$ cat config.mk
export PLATFORM = sky130hd
export DESIGN_NAME = traffic_phase_sequencer
export DESIGN_NICKNAME = d
export VERILOG_FILES = /design/src/rtl/traffic_phase_sequencer.sv
export SDC_FILE = /design/constraint.sdc
export NUM_CORES = 1
export LEC_CHECK = 0
export CORE_ASPECT_RATIO = 1.2
export CORE_MARGIN = 10
export CORE_UTILIZATION = 60
export CTS_BUF_LIST = sky130_fd_sc_hd__clkbuf_8
export DETAILED_ROUTE_END_ITERATION = 12
export GPL_TIMING_DRIVEN = 0
export PLACE_DENSITY_LB_ADDON = 0.15
export REMOVE_ABC_BUFFERS = 1
export SLEW_MARGIN = 20
export SYNTH_ARGS = -nofsm -noshare
export SYNTH_HDL_FRONTEND = slang
export SYNTH_SLANG_ARGS = --single-unit
export TNS_END_PERCENT = 1
$ cat constraint.sdc
create_clock -name clk -period 2.7 [get_ports clk]
set_input_delay 0.675 -clock clk [delete_from_list [all_inputs] [get_ports clk]]
set_output_delay 0.675 -clock clk [all_outputs]
set_load 0.02 [all_outputs]
$ cat src/rtl/traffic_phase_sequencer.sv
// Main traffic-light phase FSM with per-second phase timers and run-time reprogrammable durations.
// Optional feature: define SENSOR_EXTEND_EN so the second green phases depend on sensor_in at entry.
module traffic_phase_sequencer #(
  parameter int unsigned TICK_DIV = 50_000_000,
  parameter logic [3:0]  T_BASE   = 4'd6,
  parameter logic [3:0]  T_EXT    = 4'd3,
  parameter logic [3:0]  T_YEL    = 4'd2
) (
  input  logic       clk,
  input  logic       sys_reset,
  input  logic       reset_db_in,
  input  logic       walk_req_db_in,
  input  logic       reprog_db_in,
  input  logic       sensor_in,
  input  logic [1:0] time_sel,
  input  logic [3:0] time_val,
  output logic [2:0] main_light,
  output logic [2:0] side_light,
  output logic       walk_out,
  output logic [2:0] phase
);

  localparam int PW = (TICK_DIV > 1) ? $clog2(TICK_DIV) : 1;
  localparam logic [2:0] L_R = 3'b100, L_Y = 3'b010, L_G = 3'b001;

  typedef enum logic [2:0] {
    MAIN_G1 = 3'd0, MAIN_G2 = 3'd1, MAIN_Y  = 3'd2, WALK = 3'd3,
    SIDE_G1 = 3'd4, SIDE_G2 = 3'd5, SIDE_Y  = 3'd6
  } state_t;

  state_t          r_state, w_state_n;
  logic [PW-1:0]   r_presc;
  logic [3:0]      r_timer, r_base, r_ext, r_yel;
  logic [3:0]      w_base_n, w_ext_n, w_yel_n, w_dur, w_load;
  logic            r_walk;
  logic            w_tick, w_expire, w_restart, w_enter;
  logic [2:0]      w_main, w_side;
  logic            w_walk;

  assign w_tick    = (r_presc == PW'(TICK_DIV - 1));
  assign w_expire  = w_tick && (r_timer == 4'd1);
  assign w_restart = reset_db_in || reprog_db_in;
  assign w_enter   = w_restart || (w_state_n != r_state);

  // Duration registers after this cycle's reprogram write, so a restart loads fresh values.
  always_comb begin
    w_base_n = r_base;
    w_ext_n  = r_ext;
    w_yel_n  = r_yel;
    if (reprog_db_in) begin
      case (time_sel)
        2'd0:    w_base_n = time_val;
        2'd1:    w_ext_n  = time_val;
        2'd2:    w_yel_n  = time_val;
        default: ;
      endcase
    end
  end

  always_comb begin
    w_state_n = r_state;
    w_main    = L_R;
    w_side    = L_R;
    w_walk    = 1'b0;
    if (w_restart) begin
      w_state_n = MAIN_G1;
    end else begin
      case (r_state)
        MAIN_G1: if (w_expire) w_state_n = MAIN_G2;
        MAIN_G2: if (w_expire) w_state_n = MAIN_Y;
        MAIN_Y:  if (w_expire) w_state_n = r_walk ? WALK : SIDE_G1;
        WALK:    if (w_expire) w_state_n = SIDE_G1;
        SIDE_G1: if (w_expire) w_state_n = SIDE_G2;
        SIDE_G2: if (w_expire) w_state_n = SIDE_Y;
        SIDE_Y:  if (w_expire) w_state_n = MAIN_G1;
        default: w_state_n = MAIN_G1;
      endcase
    end
    // Lights are decoded from the next state so the registered outputs track r_state.
    case (w_state_n)
      MAIN_G1, MAIN_G2: w_main = L_G;
      MAIN_Y:           w_main = L_Y;
      WALK:             w_walk = 1'b1;
      SIDE_G1, SIDE_G2: w_side = L_G;
      SIDE_Y:           w_side = L_Y;
      default:          ;
    endcase
  end

  always_comb begin
    case (w_state_n)
      MAIN_G1, SIDE_G1: w_dur = w_base_n;
`ifdef SENSOR_EXTEND_EN
      MAIN_G2, SIDE_G2: w_dur = sensor_in ? w_ext_n : 4'd1;
`else
      MAIN_G2, SIDE_G2: w_dur = w_ext_n;
`endif
      WALK:             w_dur = w_ext_n;
      default:          w_dur = w_yel_n;
    endcase
    w_load = (w_dur == 4'd0) ? 4'd1 : w_dur;
  end

`ifndef SENSOR_EXTEND_EN
  logic w_unused_sensor;
  assign w_unused_sensor = sensor_in;
`endif

  always_ff @(posedge clk or negedge sys_reset) begin
    if (!sys_reset) begin
      r_state    <= MAIN_G1;
      main_light <= L_G;
      side_light <= L_R;
      walk_out   <= 1'b0;
    end else begin
      r_state    <= w_state_n;
      main_light <= w_main;
      side_light <= w_side;
      walk_out   <= w_walk;
    end
  end

  always_ff @(posedge clk or negedge sys_reset) begin
    if (!sys_reset) begin
      r_presc <= '0;
      r_timer <= (T_BASE == 4'd0) ? 4'd1 : T_BASE;
      r_base  <= T_BASE;
      r_ext   <= T_EXT;
      r_yel   <= T_YEL;
      r_walk  <= 1'b0;
    end else begin
      r_base <= w_base_n;
      r_ext  <= w_ext_n;
      r_yel  <= w_yel_n;
      if (w_enter) begin
        r_presc <= '0;
        r_timer <= w_load;
      end else begin
        r_presc <= w_tick ? '0 : r_presc + 1'b1;
        if (w_tick) r_timer <= r_timer - 4'd1;
      end
      // Entering WALK consumes the request; requests during WALK are dropped.
      if (reset_db_in)
        r_walk <= 1'b0;
      else if (w_enter && (w_state_n == WALK))
        r_walk <= 1'b0;
      else if (walk_req_db_in && (r_state != WALK))
        r_walk <= 1'b1;
    end
  end

  assign phase = r_state;

endmodule

# Word level (Yosys, flattened, before mapping)
# Index checks and enable logic that the tools add are counted.
# W data, S select, Z words.
classes:
  n_addsub: 2
  n_eq_ne: 18
  n_mux: 28
  n_reduce_logical: 15
ops:
  columns: ["cell", "count"]
  rows:
  - ["$mux W26", 2]
  - ["$mux W4", 9]
  - ["$mux W3", 9]
  - ["$add A26 B1 Y26 const B", 1]
  - ["$eq A26 B26 Y1 const B", 1]
  - ["$pmux W3 S7", 1]
  - ["$eq A3 B3 Y1 const B", 6]
  - ["$eq A3 B2 Y1 const B", 4]
  - ["$pmux W3 S2", 2]
  - ["$pmux W4 S2", 1]
  - ["$eq A3 B1 Y1 const B", 2]
  - ["$logic_not A3 Y1", 2]
  - ["$reduce_or A2 Y1", 3]
  - ["$eq A4 B1 Y1 const B", 1]
  - ["$logic_not A4 Y1", 1]
  - ["$mux W1", 4]
  - ["$sub A4 B1 Y4 const B", 1]
  - ["$logic_and A1 B1 Y1", 3]
  - ["$ne A3 B2 Y1 const B", 1]
  - ["$ne A3 B3 Y1", 1]
  - ["$reduce_bool A3 Y1", 1]
  - ["$reduce_or A3 Y1", 1]
  - ["$eq A2 B1 Y1 const B", 1]
  - ["$eq A2 B2 Y1 const B", 1]
  - ["3 further kinds", 4]
word_totals:
  ff_bits: 53
  output_inout_bits: 10
  word_cells: 73

# Logic depth before layout (Yosys ltp)
# Gate-level depths: netlist of the first run.
depth:
  depth_word: 11
  depth_mapped: 11
  depth_no_buf: 10

# Worst setup path before layout of the first run
# No wires, ideal clock.
synth_timing:
  kind: "register to register"
  start: "register r_presc[8]"
  end: "register main_light[1]"
  setup_time_ps: 115
  t_arrival_ps: 2230
  required_ps: 2585
  slack_ps: 355
  stages_incl_launch_ff: 10
  cell_sequence: "dfrtp_1 -> nor4b_2 -> nand4_1 -> or2_1 -> buf_6 -> or4b_4 -> a2111oi_4 -> o21ai_2 -> inv_2 -> nor2_1"
synth_between:
  elab_chain_len: 8
  elab_cells_between_ends: 16
synth_lines:
  columns: ["item", "line", "source"]
  rows:
  - ["start: declaration", "32", "logic [PW-1:0] r_presc;"]
  - ["start signal: assignment", "139", "r_presc <= w_tick ? '0 : r_presc + 1'b1;"]
  - ["$eq A26 B26 Y1 (*)", "40", "assign w_tick = (r_presc == PW'(TICK_DIV - 1));"]
  - ["$logic_and A1 B1 Y1 (*)", "41", "assign w_expire = w_tick && (r_timer == 4'd1);"]
  - ["$mux W3 (tied with other cells)", "75", "SIDE_Y: if (w_expire) w_state_n = MAIN_G1;"]
  - ["$pmux W3 S7 (*)", "68", "case (r_state)"]
  - ["$mux W3 (*)", "65", "if (w_restart) begin"]
  - ["via w_state_n[2]", "31", "state_t r_state, w_state_n;"]
  - ["$eq A3 B1 Y1 / $logic_not A3 Y1 (equally long branches)", "80", "case (w_state_n)"]
  - ["$reduce_or A2 Y1", "80", null]
  - ["$pmux W3 S2 (*)", "80", null]
  - ["via w_main[1]", "37", "logic [2:0] w_main, w_side;"]
  - ["end signal: assignment", "117", "main_light <= w_main;"]
  - ["end: declaration", "17", "output logic [2:0] main_light,"]
# Mark *: on every way through the listed nets, which the timed path passes. The rest lies on a longest branch.
# A chain may end at the register's enable or synchronous reset.

# Final worst setup path of the first run
# Ends and elaborated chain as after synthesis.

==> results of run 1 <==
## layout by cell type, fill, tap and decap left out, types with 9 or more instances in the layout
cell type / count
nor2_1: 38
nand2_1: 11
dfstp_2: 9
nand4_1: 9
nand3_1: 14
inv_1: 13
mux2_2: 9
xnor2_1: 9
xor2_1: 17
clkdlybuf4s50_1: 19
dfrtp_1: 43
## power groups by stage
| stage | clock [mW] | combinational [mW] | sequential [mW] |
|---|---|---|---|
| after floorplan | 0 | 0.0998 | 0.887 |
| after global placement | 0 | 0.149 | 0.891 |
| after detailed placement | 0 | 0.153 | 0.894 |
| after CTS | 0.461 | 0.154 | 0.879 |
| after global routing | 0.488 | 0.174 | 0.884 |
| final | 0.440 | 0.154 | 0.880 |
## critical path: stages, from the launching register on
cell and delay (ns):
dfrtp_1 0.43, nor4b_2 0.31, nand4_1 0.21, or2_4 0.32, or4b_4 0.54, a2111oi_4 0.34, o21ai_2 0.14, inv_2 0.10
nor2_1 0.05
## per-layer routing
metal | up-vias | GRT usage [%] | wire [um]
li1 | 939 | - | -
met1 | 953 | 15.9 | 2150
met2 | 34 | 25.3 | 2810
met3 | 6 | 3.97 | 172
met4 | 0 | 6.91 | 78
met5 | - | 0 | 0
## layout make-up
| class | count | share of cell area, % |
|---|---|---|
| clock buffer | 6 | 2.74 |
| clock inverter | 2 | 0.249 |
| inverter | 13 | 1.62 |
| multi-input combinational | 182 | 41.8 |
| sequential | 53 | 44.4 |
| tap | 56 | 2.32 |
| timing repair buffer | 21 | 6.81 |
## worst paths after layout
kind | start | end | slack (ns) | cells after the start
worst min register to register | r_ext[3] | r_ext[3] | 0.49 | 2
min in group clk | r_ext[3] | r_ext[3] | 0.49 | 2
worst max-delay path | r_presc[8] | main_light[1] | 0.15 | 8
worst max register to register | r_presc[8] | main_light[1] | 0.15 | 8
max in group asynchronous | sys_reset | r_presc[11] | 1.84 | 1
worst min-delay path | sys_reset | r_ext[2] | 0.40 | 1
## repair_timing
item / in CTS / in global routing
resized for setup: 2 / 6
pin swaps: 0 / 3
endpoints found under the setup margin: 1 / 9
setup buffers: 0 / 1
hold buffers: 0 / 0
## registers in the layout, summed over array words and instances (netlist names)
signal / count
r_base: 4
side_light: 3
r_yel: 4
main_light: 3
r_presc: 26
r_walk: 1
r_ext: 4
r_timer: 4
phase: 3
walk_out: 1
## metrics by stage
step | instances | utilization, %
finish | 333 | 70.7
global route | 333 | 70.7
floorplan | 248 | -
CTS | 332 | 70.1
global placement | 324 | 67.9
detailed placement | 324 | 67.8
## kinds of logic after synthesis
logic type      after synthesis  synth area share [%]
flops                        53                  50.6
simple gates                112                  23.3
xor+xnor                     26                  8.61
fa+ha+maj                     3                  1.42
compound gates               27                  7.66
mux                          14                  5.72
buf+inv                      17                  2.74
==> out/results.txt, run 1 <==
FF+latch count, synth -> 53
Yosys warns -> 0
Wire per inst -> 15.6 um
Layout Nets -> 291
Initial Utilization -> 62.1%
Layout cells sized above 1 -> 15.5%
Initial antenna violation count -> 0
Die Height -> 92.7 um
Area of the core -> 0.00426 mm2
Crit-path max FO -> 8
Port bufs -> 20
PwrDens -> 489 mW/mm2
Worst hold margin -> 0.401 ns
Drt first pass iters -> 4
Most common cell in the netlist -> dfrtp_1
Area Overhead vs Synth -> 14.0%
Number of synthesized flops with an enable pin -> 0
Footprint of the multi-input gates -> 0.00126 mm2
Iteration-0 DRC count of the detailed router -> 113
Gate power share -> 10.4%
DR vias/cell -> 5.80
Final instance area -> 0.00301 mm2
Final Hold Fails -> 0
Main synth FF type -> dfrtp_1
Sw power -> 0.345 mW
Final Max Slew Viols -> 0
Cell taking the most area after synthesis -> dfrtp_1
Pre-CTS setup slack -> -0.360 ns
Clock sinks -> 53
Slew margin rel. -> 45.2%
Startpoint types -> flop
Post-route setup TNS -> 0 ns
First-pass GRT wire length -> 8730 um
Max Freq -> 0.393 GHz
Total Power -> 1.47 mW
Crit Path Class -> flop to flop
Tmin final -> 2.55 ns
Power share of the clock group -> 29.9%
Sequential cell area fraction in the yosys report -> 50.6%
Antenna diodes -> 0
Critical Path RT -> 2.90 ns
Period utilization -> 94.3%
DRC viols -> 0
Clk_skew -> 0.00909 ns
Die Width -> 80.6 um
Grt ovf -> 0
Worst Path Arrival -> 2.75 ns
Clk Latency, worst-skew pair -> 0.30 ns
Max Cap Viol -> 0
Switch share -> 23.4%
Layout fillers -> 316
Top cells by area, synth -> dfrtp_1, dfstp_2, nor2_1, xor2_1, mux2_2
Mapped Cells -> 252
Flop pwr share -> 59.7%
Worst Hold Class -> input pin to async pin
Fraction of registers with async set/reset -> 100%
Synth top area share -> 41.6%
Internal cell power -> 1.13 mW
Synth cell count leaders -> dfrtp_1, nor2_1, xor2_1, nand3_1
Post-DP HPWL -> 3730 um
Antenna Nets Post-Route -> 0
Gr usage total -> 14.6%
Mapped Avg Cell Area -> 10.5 um2
WL final -> 5210 um
Largest net degree at the start of global routing -> 54
Die area -> 0.00747 mm2
Syn Std Cell Area -> 0.00265 mm2
Final Wtd Congestion -> 0.868
Row Count -> 26
DR vias -> 1932
Synth cell types -> 47
Unrepaired setup endpoints after global routing -> false
CTS clk-pin slew, worst paths -> 0.09 ns
P_leak -> 1.25 nW
# IOs -> 22
Worst IR Drop VDD -> 0.000380 V
Setup ws final -> 0.154 ns
H-tree levels -> 2
Vias in the first global route -> 1902
Status -> finished clean
Number of setup violations in the final report -> 0
DP Area -> 0.00289 mm2
Least-Margin Pin Slew -> 0.819 ns
Num CTS Buffers -> 5
Crit end category -> flop
Reg area -> 0.00134 mm2
Bufs on Longest Clock Path -> 2
CTS root buf -> clkbuf_8
CTS tree -> yes
Power figures use the tool's default switching activity.
==> run 2: changes to the inputs <==
ABC_AREA = 1   (was unset)
==> run 2 against run 1 <==
  * Sequential cell count is the same
  * Sequential power shrank 1%
  * Global-route usage grew 0.99 points
  * Clock-buffer cell count is the same
  * Final cell count grew 39%
  * First-iteration DRC count grew 6.2%
  * Worst setup slack gained 0.090 ns
  * Register-to-register slack gained 0.11 ns
  * Die area grew 8.3%
  * Non-clock buffer count grew 5
  * Sequential share of layout area shrank 4.3 points
  * Core utilization grew 0.82 points
  * Critical path type is now input pin to flop
  * Critical endpoint is now r_presc[4]
==> out/results.txt, run 2 <==
Status -> finished clean (unchanged)
Antenna Nets Post-Route -> 0 (unchanged)
Worst r2r src -> r_presc[0] (was r_presc[8])
Most flop-heavy register -> r_presc (unchanged)
Drt first pass iters -> 4 (unchanged)
Clk Latency, worst-skew pair -> 0.32 ns (was 0.30 ns)
Gate power share -> 11.6% (was 10.4%)
Die Height -> 96.6 um (was 92.7 um)
Met2 Track Usage GR -> 28.2% (was 25.3%)
# IOs -> 22 (unchanged)
WL final -> 6250 um (was 5210 um)
Switch share -> 25.7% (was 23.4%)
Number of setup violations in the final report -> 0 (unchanged)
Slowest-stage cell, CP -> clkdlybuf4s50_1 (was or4b_4)
DR vias -> 2440 (was 1932)
Vias in the first global route -> 2375 (was 1902)
CTS root buf -> clkbuf_8 (unchanged)
Period utilization -> 91.0% (was 94.3%)
Clk_skew -> 0.0108 ns (was 0.00909 ns)
Cell taking the most area after synthesis -> dfrtp_1 (unchanged)
Initial antenna violation count -> 0 (unchanged)
Mapped Avg Cell Area -> 7.82 um2 (was 10.5 um2)
Total Power -> 1.50 mW (was 1.47 mW)
Final instance area -> 0.00334 mm2 (was 0.00301 mm2)
Final Wtd Congestion -> 0.877 (was 0.868)
Max reg flops -> 26 (unchanged)
Layout Nets -> 419 (was 291)
Worst reg2reg setup slack -> 0.26 ns (was 0.15 ns)
Buffers & Inverters on Critical Path -> 4 (was 1)
Least-Margin Pin Slew -> 0.669 ns (was 0.819 ns)
Row Count -> 27 (was 26)
Worst Path Arrival -> 2.69 ns (was 2.75 ns)
Post-DP HPWL -> 4500 um (was 3730 um)
Routing usage on met3 -> 3.85% (was 3.97%)
DP Area -> 0.00317 mm2 (was 0.00289 mm2)
Max Cap Viol -> 0 (unchanged)
Cts-stage hold buffer count -> 0 (unchanged)
Internal cell power -> 1.12 mW (was 1.13 mW)
P_leak -> 1.51 nW (was 1.25 nW)
Synth cell types -> 32 (was 47)
Top cells by area, synth -> dfrtp_1, nand2_1, dfstp_2, nor2_1, inv_1 (was dfrtp_1, dfstp_2, nor2_1, xor2_1, mux2_2)
Number of synthesized flops with an enable pin -> 0 (unchanged)
R2R cell count -> 17 (was 8)
Commonest cells after routing, fill and taps aside -> nand2_1, nor2_1, inv_1, dfrtp_1, nand3_1 (was dfrtp_1, nor2_1, clkdlybuf4s50_1, xor2_1, nand3_1)
CTS clk-pin slew, worst paths -> 0.10 ns (was 0.09 ns)
Met1 usage in global routing -> 17.7% (was 15.9%)
Worst Hold Class -> input pin to async pin (unchanged)
Final core utilization -> 71.6% (was 70.7%)
Mapped Cells -> 375 (was 252)
Largest delay share family, worst path -> buffers and inverters (was simple AND/OR/NAND/NOR gates)
Bufs on Longest Clock Path -> 2 (unchanged)
First-pass GRT wire length -> 10600 um (was 8730 um)
Die Width -> 83.8 um (was 80.6 um)
Max Freq -> 0.407 GHz (was 0.393 GHz)
Slew margin rel. -> 55.4% (was 45.2%)
Power share of the clock group -> 30.7% (was 29.9%)
Critical path origin -> reprog_db_in (was r_presc[8])
CTS tree -> yes (unchanged)
Final Max Slew Viols -> 0 (unchanged)
PwrDens -> 451 mW/mm2 (was 489 mW/mm2)
Wire per inst -> 13.5 um (was 15.6 um)
Startpoint types -> input pin (was flop)
Tmin final -> 2.46 ns (was 2.55 ns)
Crit Reg-Reg Endpoint -> r_presc[4] (was main_light[1])
Worst IR Drop VDD -> 0.000404 V (was 0.000380 V)
Sw power -> 0.386 mW (was 0.345 mW)
Synth top area share -> 37.6% (was 41.6%)
Main synth FF type -> dfrtp_1 (unchanged)
DR vias/cell -> 5.27 (was 5.80)
Crit Path Class -> input pin to flop (was flop to flop)
DRC viols -> 0 (unchanged)
Antenna diodes -> 0 (unchanged)
Commonest non-fill, non-tap cell in the layout -> nand2_1 (was dfrtp_1)
Flop pwr share -> 57.7% (was 59.7%)
Slowest cell delay on critical path -> 0.46 ns (was 0.54 ns)
Critical Path RT -> 2.93 ns (was 2.90 ns)
H-tree levels -> 2 (unchanged)
Synth cell count leaders -> nand2_1, nor2_1, inv_1, dfrtp_1, nand3_1 (was dfrtp_1, nor2_1, xor2_1, nand3_1)
Largest net degree at the start of global routing -> 54 (unchanged)
Unrepaired setup endpoints after global routing -> false (unchanged)
Crit end category -> flop (unchanged)
Area Overhead vs Synth -> 13.8% (was 14.0%)
Syn Std Cell Area -> 0.00293 mm2 (was 0.00265 mm2)
Gr usage total -> 15.6% (was 14.6%)
CP Cell Sequence -> clkdlybuf4s50_1 > nor2_1 > o21ai_0 > inv_1 > a21oi_1 > inv_1 > nand2_4 > nand2_2 > nand2_2 > nor2_4 > nand2_8 > inv_2 > nand2_1 > a21oi_1 (was nor4b_2 > nand4_1 > or2_4 > or4b_4 > a2111oi_4 > o21ai_2 > inv_2 > nor2_1)
FF+latch count, synth -> 53 (unchanged)
Layout cells sized above 1 -> 13.3% (was 15.5%)
Initial Utilization -> 62.9% (was 62.1%)
Iteration-0 DRC count of the detailed router -> 120 (was 113)
Gr busiest metal -> met2 (unchanged)
Final Hold Fails -> 0 (unchanged)
Num CTS Buffers -> 5 (unchanged)
Port bufs -> 20 (unchanged)
Most common cell in the netlist -> nand2_1 (was dfrtp_1)
Yosys warns -> 0 (unchanged)
Fraction of registers with async set/reset -> 100% (unchanged)
Crit-path max FO -> 21 (was 8)
Grt ovf -> 0 (unchanged)
Layout fillers -> 376 (was 316)
Clock sinks -> 53 (unchanged)
Die area -> 0.00809 mm2 (was 0.00747 mm2)
Area of the core -> 0.00466 mm2 (was 0.00426 mm2)
Sequential cell area fraction in the yosys report -> 45.6% (was 50.6%)
Worst hold margin -> 0.388 ns (was 0.401 ns)
## run 2: worst max path at each step
stage | slack [ns] | cells past startpoint | end
floorplan | 0.50 | 16 | r_presc[4]
global placement | -0.60 | 1 | main_light[1]
detailed placement | -0.35 | 10 | r_presc[11]
CTS | 0.008 | 15 | r_presc[4]
global route | 0.03 | 17 | r_presc[4]
finish | 0.24 | 14 | r_presc[4]
## run 2: cells by family after synthesis
kind of cell	after synthesis	synth area share (%)
and+or+nand+nor	209	34.3
buffers and inverters	65	8.79
DFF	53	45.6
AOI/OAI and AO/OA	31	5.85
xor gates and xnor gates	14	4.18
adders and majority gates	3	1.28
## run 2: final cells by class
| class | instances | area, um2 | share of cell area, % |
|---|---|---|---|
| well taps | 58 | 72.6 | 2.18 |
| inverters | 61 | 229 | 6.86 |
| repair buffers | 26 | 243 | 7.28 |
| clock buffers | 6 | 82.6 | 2.48 |
| flip-flops and latches | 53 | 1340 | 40.1 |
| clock inverters | 2 | 7.51 | 0.225 |
| multi-input cells | 257 | 1360 | 40.9 |
## run 2: layer usage
| layer | share of wire, % | up-vias |
|---|---|---|
| met4 | 1.3 | 0 |
| met3 | 4.6 | 9 |
| met5 | 0 | - |
| met1 | 44 | 1149 |
| li1 | - | 1241 |
| met2 | 50 | 41 |
## run 2: what timing repair did
action | CTS | global route
pin swaps | 1 | 1
setup endpoints to repair | 6 | 28
resized for setup | 0 | 6
setup buffers | 5 | 1
## run 2: power groups by stage
stage | sequential (mW) | combinational, mW | clock, mW
global placement | 0.881 | 0.159 | 0
finish | 0.868 | 0.174 | 0.462
detailed placement | 0.882 | 0.164 | 0
floorplan | 0.877 | 0.110 | 0
CTS | 0.867 | 0.171 | 0.463
global route | 0.872 | 0.200 | 0.495
## run 2: worst reg2reg max path, stage by stage (launching register included)
cell and delay (ns):
dfrtp_1 0.38, ha_1 0.19, nand3_1 0.14, inv_1 0.13, nand2_1 0.10, nor2_2 0.15
nand4_1 0.09, nand2_1 0.08, nand2_1 0.08, nand2_4 0.14, inv_2 0.10, nand2_1 0.08
nand2_1 0.08, nor2_4 0.18, nand2_8 0.15, inv_2 0.11, nand2_1 0.05, a21oi_1 0.12
## run 2: metrics by stage
stage	setup WS, ns	cells	setup TNS (ns)
CTS	0.00784	462	0
finish	0.244	463	0
global route	0.0335	463	0
floorplan	0.505	371	0
global placement	-0.596	449	-28.46
detailed placement	-0.353	449	-3.75
